### src/rtl/handshake_rr_control_merge.sv
// handshake_rr_control_merge
// Round-robin control merge for the elastic dataflow fabric. Up to one
// token per cycle is taken from NUM_INPUTS producers and placed in a
// registered output slot, along with the number of the winning channel.
// The rotating priority pointer advances past a winner only when its
// token is actually accepted, so a channel that keeps its request up is
// served within NUM_INPUTS accepted tokens.
//
// Optional build macro: HANDSHAKE_RR_GRANT_CNT_EN
//   When defined, a saturating 16-bit grant_cnt output counts completed
//   input handshakes. When undefined, the port and counter are absent.
module handshake_rr_control_merge #(
  parameter int NUM_INPUTS  = 4,
  parameter int DATA_WIDTH  = 32,
  parameter int INDEX_WIDTH = 2
) (
  input  logic                             clk,
  input  logic                             rst,
  input  logic [NUM_INPUTS*DATA_WIDTH-1:0] ins,
  input  logic [NUM_INPUTS-1:0]            ins_valid,
  output logic [NUM_INPUTS-1:0]            ins_ready,
  output logic [DATA_WIDTH-1:0]            outs,
  output logic                             outs_valid,
  input  logic                             outs_ready,
  output logic [INDEX_WIDTH-1:0]           index
`ifdef HANDSHAKE_RR_GRANT_CNT_EN
  ,
  output logic [15:0]                      grant_cnt
`endif
);

  typedef enum logic {
    EMPTY = 1'b0,
    FULL  = 1'b1
  } state_t;

  state_t                  state;
  state_t                  state_nxt;

  // Arbitration results and slot control.
  logic [INDEX_WIDTH-1:0]  ptr;
  logic [INDEX_WIDTH-1:0]  grant;
  logic                    any_valid;
  logic                    load_en;
  logic                    load;
  logic [DATA_WIDTH-1:0]   sel_data;

  // Output slot registers.
  logic [DATA_WIDTH-1:0]   data_p1;
  logic [INDEX_WIDTH-1:0]  index_p1;

  // Returns {found, channel}: the first valid channel met when searching
  // start, start+1, ... modulo NUM_INPUTS. The loop runs from the farthest
  // offset down to the nearest so the nearest hit is the one kept.
  function automatic logic [INDEX_WIDTH:0] rr_pick(
    input logic [NUM_INPUTS-1:0]  valid,
    input logic [INDEX_WIDTH-1:0] start
  );
    logic [INDEX_WIDTH:0]  res;
    logic [NUM_INPUTS-1:0] sh;
    int                    idx;
    res = '0;
    for (int k = NUM_INPUTS - 1; k >= 0; k--) begin
      idx = int'(start) + k;
      if (idx >= NUM_INPUTS) begin
        idx = idx - NUM_INPUTS;
      end
      sh = valid >> idx;
      if (sh[0]) begin
        res = {1'b1, idx[INDEX_WIDTH-1:0]};
      end
    end
    return res;
  endfunction

  // Round-robin search from the pointer over the current requests.
  always_comb begin
    logic [INDEX_WIDTH:0] pick;
    pick      = rr_pick(ins_valid, ptr);
    any_valid = pick[INDEX_WIDTH];
    grant     = pick[INDEX_WIDTH-1:0];
  end

  // Payload multiplexer for the granted channel.
  always_comb begin
    sel_data = '0;
    for (int i = 0; i < NUM_INPUTS; i++) begin
      if (grant == INDEX_WIDTH'(i)) begin
        sel_data = ins[i*DATA_WIDTH +: DATA_WIDTH];
      end
    end
  end

  // Slot next-state: fill when a request wins, drain when the consumer
  // takes the token and nothing replaces it.
  always_comb begin
    state_nxt = state;
    load_en   = 1'b0;
    case (state)
      EMPTY: begin
        load_en = 1'b1;
        if (any_valid) begin
          state_nxt = FULL;
        end
      end
      FULL: begin
        load_en = outs_ready;
        if (outs_ready && !any_valid) begin
          state_nxt = EMPTY;
        end
      end
      default: begin
        state_nxt = EMPTY;
      end
    endcase
  end

  assign load      = load_en & any_valid;
  assign ins_ready = load ? (NUM_INPUTS'(1) << grant) : '0;

  // Slot state register; reset discards any held token immediately.
  always_ff @(posedge clk or posedge rst) begin
    if (rst) begin
      state <= EMPTY;
    end else begin
      state <= state_nxt;
    end
  end

  // Priority pointer moves one past the winner on an accepted token only.
  always_ff @(posedge clk or posedge rst) begin
    if (rst) begin
      ptr <= '0;
    end else if (load) begin
      if (grant == INDEX_WIDTH'(NUM_INPUTS - 1)) begin
        ptr <= '0;
      end else begin
        ptr <= grant + 1'b1;
      end
    end
  end

  // Capture payload and channel number into the output slot.
  always_ff @(posedge clk or posedge rst) begin
    if (rst) begin
      data_p1  <= '0;
      index_p1 <= '0;
    end else if (load) begin
      data_p1  <= sel_data;
      index_p1 <= grant;
    end
  end

  assign outs       = data_p1;
  assign index      = index_p1;
  assign outs_valid = (state == FULL);

`ifdef HANDSHAKE_RR_GRANT_CNT_EN
  logic [15:0] grant_cnt_q;

  // Saturating count of accepted input tokens.
  always_ff @(posedge clk or posedge rst) begin
    if (rst) begin
      grant_cnt_q <= '0;
    end else if (load && (grant_cnt_q != 16'hFFFF)) begin
      grant_cnt_q <= grant_cnt_q + 16'd1;
    end
  end

  assign grant_cnt = grant_cnt_q;
`endif

endmodule

### config.mk
export PLATFORM = sky130hd
export DESIGN_NAME = handshake_rr_control_merge
export DESIGN_NICKNAME = d
export VERILOG_FILES = /design/src/rtl/handshake_rr_control_merge.sv
export SDC_FILE = /design/constraint.sdc
export NUM_CORES = 1
export LEC_CHECK = 0
export CORE_ASPECT_RATIO = 1.75
export CORE_MARGIN = 2
export CORE_UTILIZATION = 33
export CTS_CLUSTER_SIZE = 14
export DETAILED_ROUTE_END_ITERATION = 6
export MAX_ROUTING_LAYER = met4
export PLACE_DENSITY = 0.89
export SLEW_MARGIN = 20
export SYNTH_ARGS = -nofsm -noshare
export SYNTH_HDL_FRONTEND = slang
export SYNTH_SLANG_ARGS = --single-unit
### constraint.sdc
create_clock -name clk -period 3 [get_ports clk]
set_input_delay 0.45 -clock clk [delete_from_list [all_inputs] [get_ports clk]]
set_output_delay 0.45 -clock clk [all_outputs]
set_load 0.05 [all_outputs]
==> results.toml <==
[worst_setup_path]
cp.arrival_ns = 2.49
cp-end-kind = "output pin"
crit_family = "adder cells"
cp_common_cell = "ha_4"
crit_chain = "inv_2, ha_4, nand4b_1, o311ai_2, a22oi_2, mux2_4, ha_4, buf_8, and2_4, buf_12"
worstSetupStartpointType = "flip-flop"
critPathKind = "reg -> out"
required_ns = 2.55
cp.buffers_inverters = 3
cp_max_fo = 4
cp_slowest_cell = "dfrtp_1"
cpPeakStageDelay_ns = 0.38

[power_and_ir_drop]
p_leak_uw = 0.001941
power_per_cell_area_nw_per_um2 = 1471
p_sw_share_pct = 49.84
power.switching_uw = 3619
seqPwrFrac_pct = 12.8
ir_worst_vdd_mv = 0.6916
clock_power_share_pct = 7.0
p_comb_share_pct = 80.2
p_int_uw = 3642

[final_layout]
area_growth_pct = 90.81
fin_nets = 638
final_core_util_pct = 65.24
fin_cells = 585
antenna_cells = 0
drive_gt1_share_pct = 14.89
fin_area_um2 = 4937

[sta]
rsz0062_at_grt = "yes"
setup_tns_ns = 0
min_period_over_period_pct = 97.98
period_minus_slack_ns = 2.939
setup_viol = 0
timing.fmax_mhz = 340.2
relSlewSlack_pct = 57.89
hold_ws_ns = 0.5053
skew_ns = 0.004202
slew_viol_final = 0
worst_pin_slew_ns = 0.6317
hold_violations = 0

[placed_design]
placed_area_um2 = 4581
dp_hpwl_um = 7526
place.gp.congestion = 0.9621
port_buffers = 173
dp.cells = 568

[synth]
ys.flop_type = "dfrtp_1"
netlist_area_um2 = 2587
synth_edf_count = 0
synth_cell_types = 34
ys_warn_count = 0
async_flop_share_pct = 100.0
synthCells = 313
synth_top_area_cell = "dfrtp_1"
synthTopCellsByArea = "dfrtp_1 (36%), a21oi_1 (13%), a221oi_1 (10%), nor2b_1 (8.0%), nor3_1 (6.0%)"
synth_top_cell_area_share_pct = 35.78
ys_seq_area_share_pct = 35.78
syn_area_per_cell_um2 = 8.267
synth_nets = 455
ys_ff_latch = 37

[floorplanning]
start_util_pct = 34.19
dieArea_um2 = 8593
ios = 174
die_height_um = 121.1
coreArea_um2 = 7567
rows = 42
die_x_um = 70.94

[clock_network]
cts_tree = "done"
clk_path_buf_depth = 2
h-tree-depth = 2
cts_made_buffers = 5
clock_latency_ns = 0.28
cts_root_buffer = "clkbuf_16"
path_clk_slew_ns = 0.06
cts.sinks = 37

[global_route]
gr-total-overflow = 0
grt_max_degree = 49
antenna_found_initial = 0
grtUsageTotal_pct = 23.99
grt_pass1_wl_um = 15890
grt_pass1_vias = 3230

[routing]
via_per_inst = 5.475
finalWirelength_um = 10670
wl_per_cell_um = 18.25
drtIter0Drc = 189
drc = 0
ant_nets = 0
first_pass_iters = 7
via_count = 3203

[run]
drv_cap = 0

[worst_hold_path]
hp-class = "reg -> reg"

[run_status]
status = "finished clean"
-- state kept, by name, indices dropped and copies added (netlist names) --
register,cells
outs,32
index,2
ptr,2
outs_valid,1
-- metal layers --
layer	wire length (um)	part of all wire, %	track usage (%)	vias up
met1	3722	35	25.32	1525
li1	-	-	-	1513
met3	643	6.0	4.153	22
met4	329	3.1	8.255	0
met5	0	0	-	-
met2	5978	56	44.28	143
-- power groups by stage --
stage          combinational [uW]  sequential [uW]  clock, uW
2_1_floorplan                2680             1760          0
3_3_place_gp                 5130              915          0
3_5_place_dp                 5280              929          0
4_1_cts                      5460              924        520
5_1_grt                      6310              954        540
6_report                     5830              928        507
-- cells in the mapped netlist, types with 2 or more instances --
master / count
clkbuf_1: 24
mux2_2: 2
buf_2: 4
ha_1: 7
mux2_4: 3
dfrtp_1: 37
nor3_1: 31
o22ai_1: 2
mux2i_1: 3
nand2_1: 5
nor2_1: 33
nand3b_1: 2
a21oi_1: 66
and2_1: 4
nor2b_1: 33
inv_1: 7
a221oi_1: 31
o21ai_0: 3
-- metrics by stage --
step | total power [uW] | setup WS (ns)
2_1_floorplan | 4443 | -0.07546
3_3_place_gp | 6046 | -0.1222
3_5_place_dp | 6205 | -0.2533
4_1_cts | 6905 | 0.007002
5_1_grt | 7804 | -0.02217
6_report | 7260 | 0.06066
-- cell usage in the layout (no fill, tap or decap), types with 3 or more instances in the layout --
cell / synthesis / layout
nor2_1: 33 / 33
dfrtp_1: 37 / 37
o21ai_0: 3 / 3
nor2b_1: 33 / 32
buf_6: 1 / 3
mux2_4: 3 / 4
inv_2: 0 / 3
a221oi_1: 31 / 28
nor3_1: 31 / 31
buf_4: 0 / 23
ha_4: 0 / 5
clkbuf_16: 0 / 6
a21oi_1: 66 / 66
inv_1: 7 / 3
clkdlybuf4s50_1: 0 / 165
nand2_1: 5 / 5
a221oi_2: 0 / 3
and2_4: 0 / 4
buf_12: 0 / 7
-- worst reg2reg max path: cells and delay by family (launching register included) --
| family | cells | cell delay, ns |
|---|---|---|
| AOI/OAI and AO/OA | 5 | 0.67 |
| adders and majority gates | 2 | 0.44 |
| buffers and inverters | 4 | 0.47 |
| DFF | 1 | 0.38 |
| muxes | 1 | 0.37 |
| and+or+nand+nor | 3 | 0.50 |
-- worst paths after layout --
path,from,to,slack (ns),depth (start not counted)
worst max-delay path,ptr[0],ins_ready[1],0.06,10
worst min-delay path,outs[30],outs[30],0.51,1
worst max register to register,ptr[0],outs[14],0.11,15
worst min register to register,outs[30],outs[30],0.51,1
max in group asynchronous,rst,outs_valid,2.07,3
min in group asynchronous,rst,outs[15],0.60,3
-- timing repair --
| item | 4_1_cts | 5_1_grt |
|---|---|---|
| endpoints found under the setup margin | 4 | 35 |
| setup buffers | 4 | 3 |
| hold buffers | 0 | 0 |
| gates resized for setup | 14 | 17 |
| cloned | 0 | 2 |
| pin swaps | 2 | 7 |
-- layout make-up --
type	count	area, um2
clock buffer	5	125.1
clock inverter	3	17.52
fill	619	2630
inverter	7	28.78
multi-input combinational	241	1649
sequential	37	925.9
tap	88	110.1
timing repair buffer	204	2081
-- cell families (layout without fill, tap and decap cells) --
group	after synthesis	count (layout)	share of synthesized area, %
fa+ha+maj	7	7	3.385
simple gates	111	111	21.81
buf+inv	36	219	5.706
xor+xnor	1	1	0.3386
compound gates	112	113	28.19
mux	9	9	4.787
flops	37	37	35.78
No activity file was read; power rests on OpenSTA's default activity.
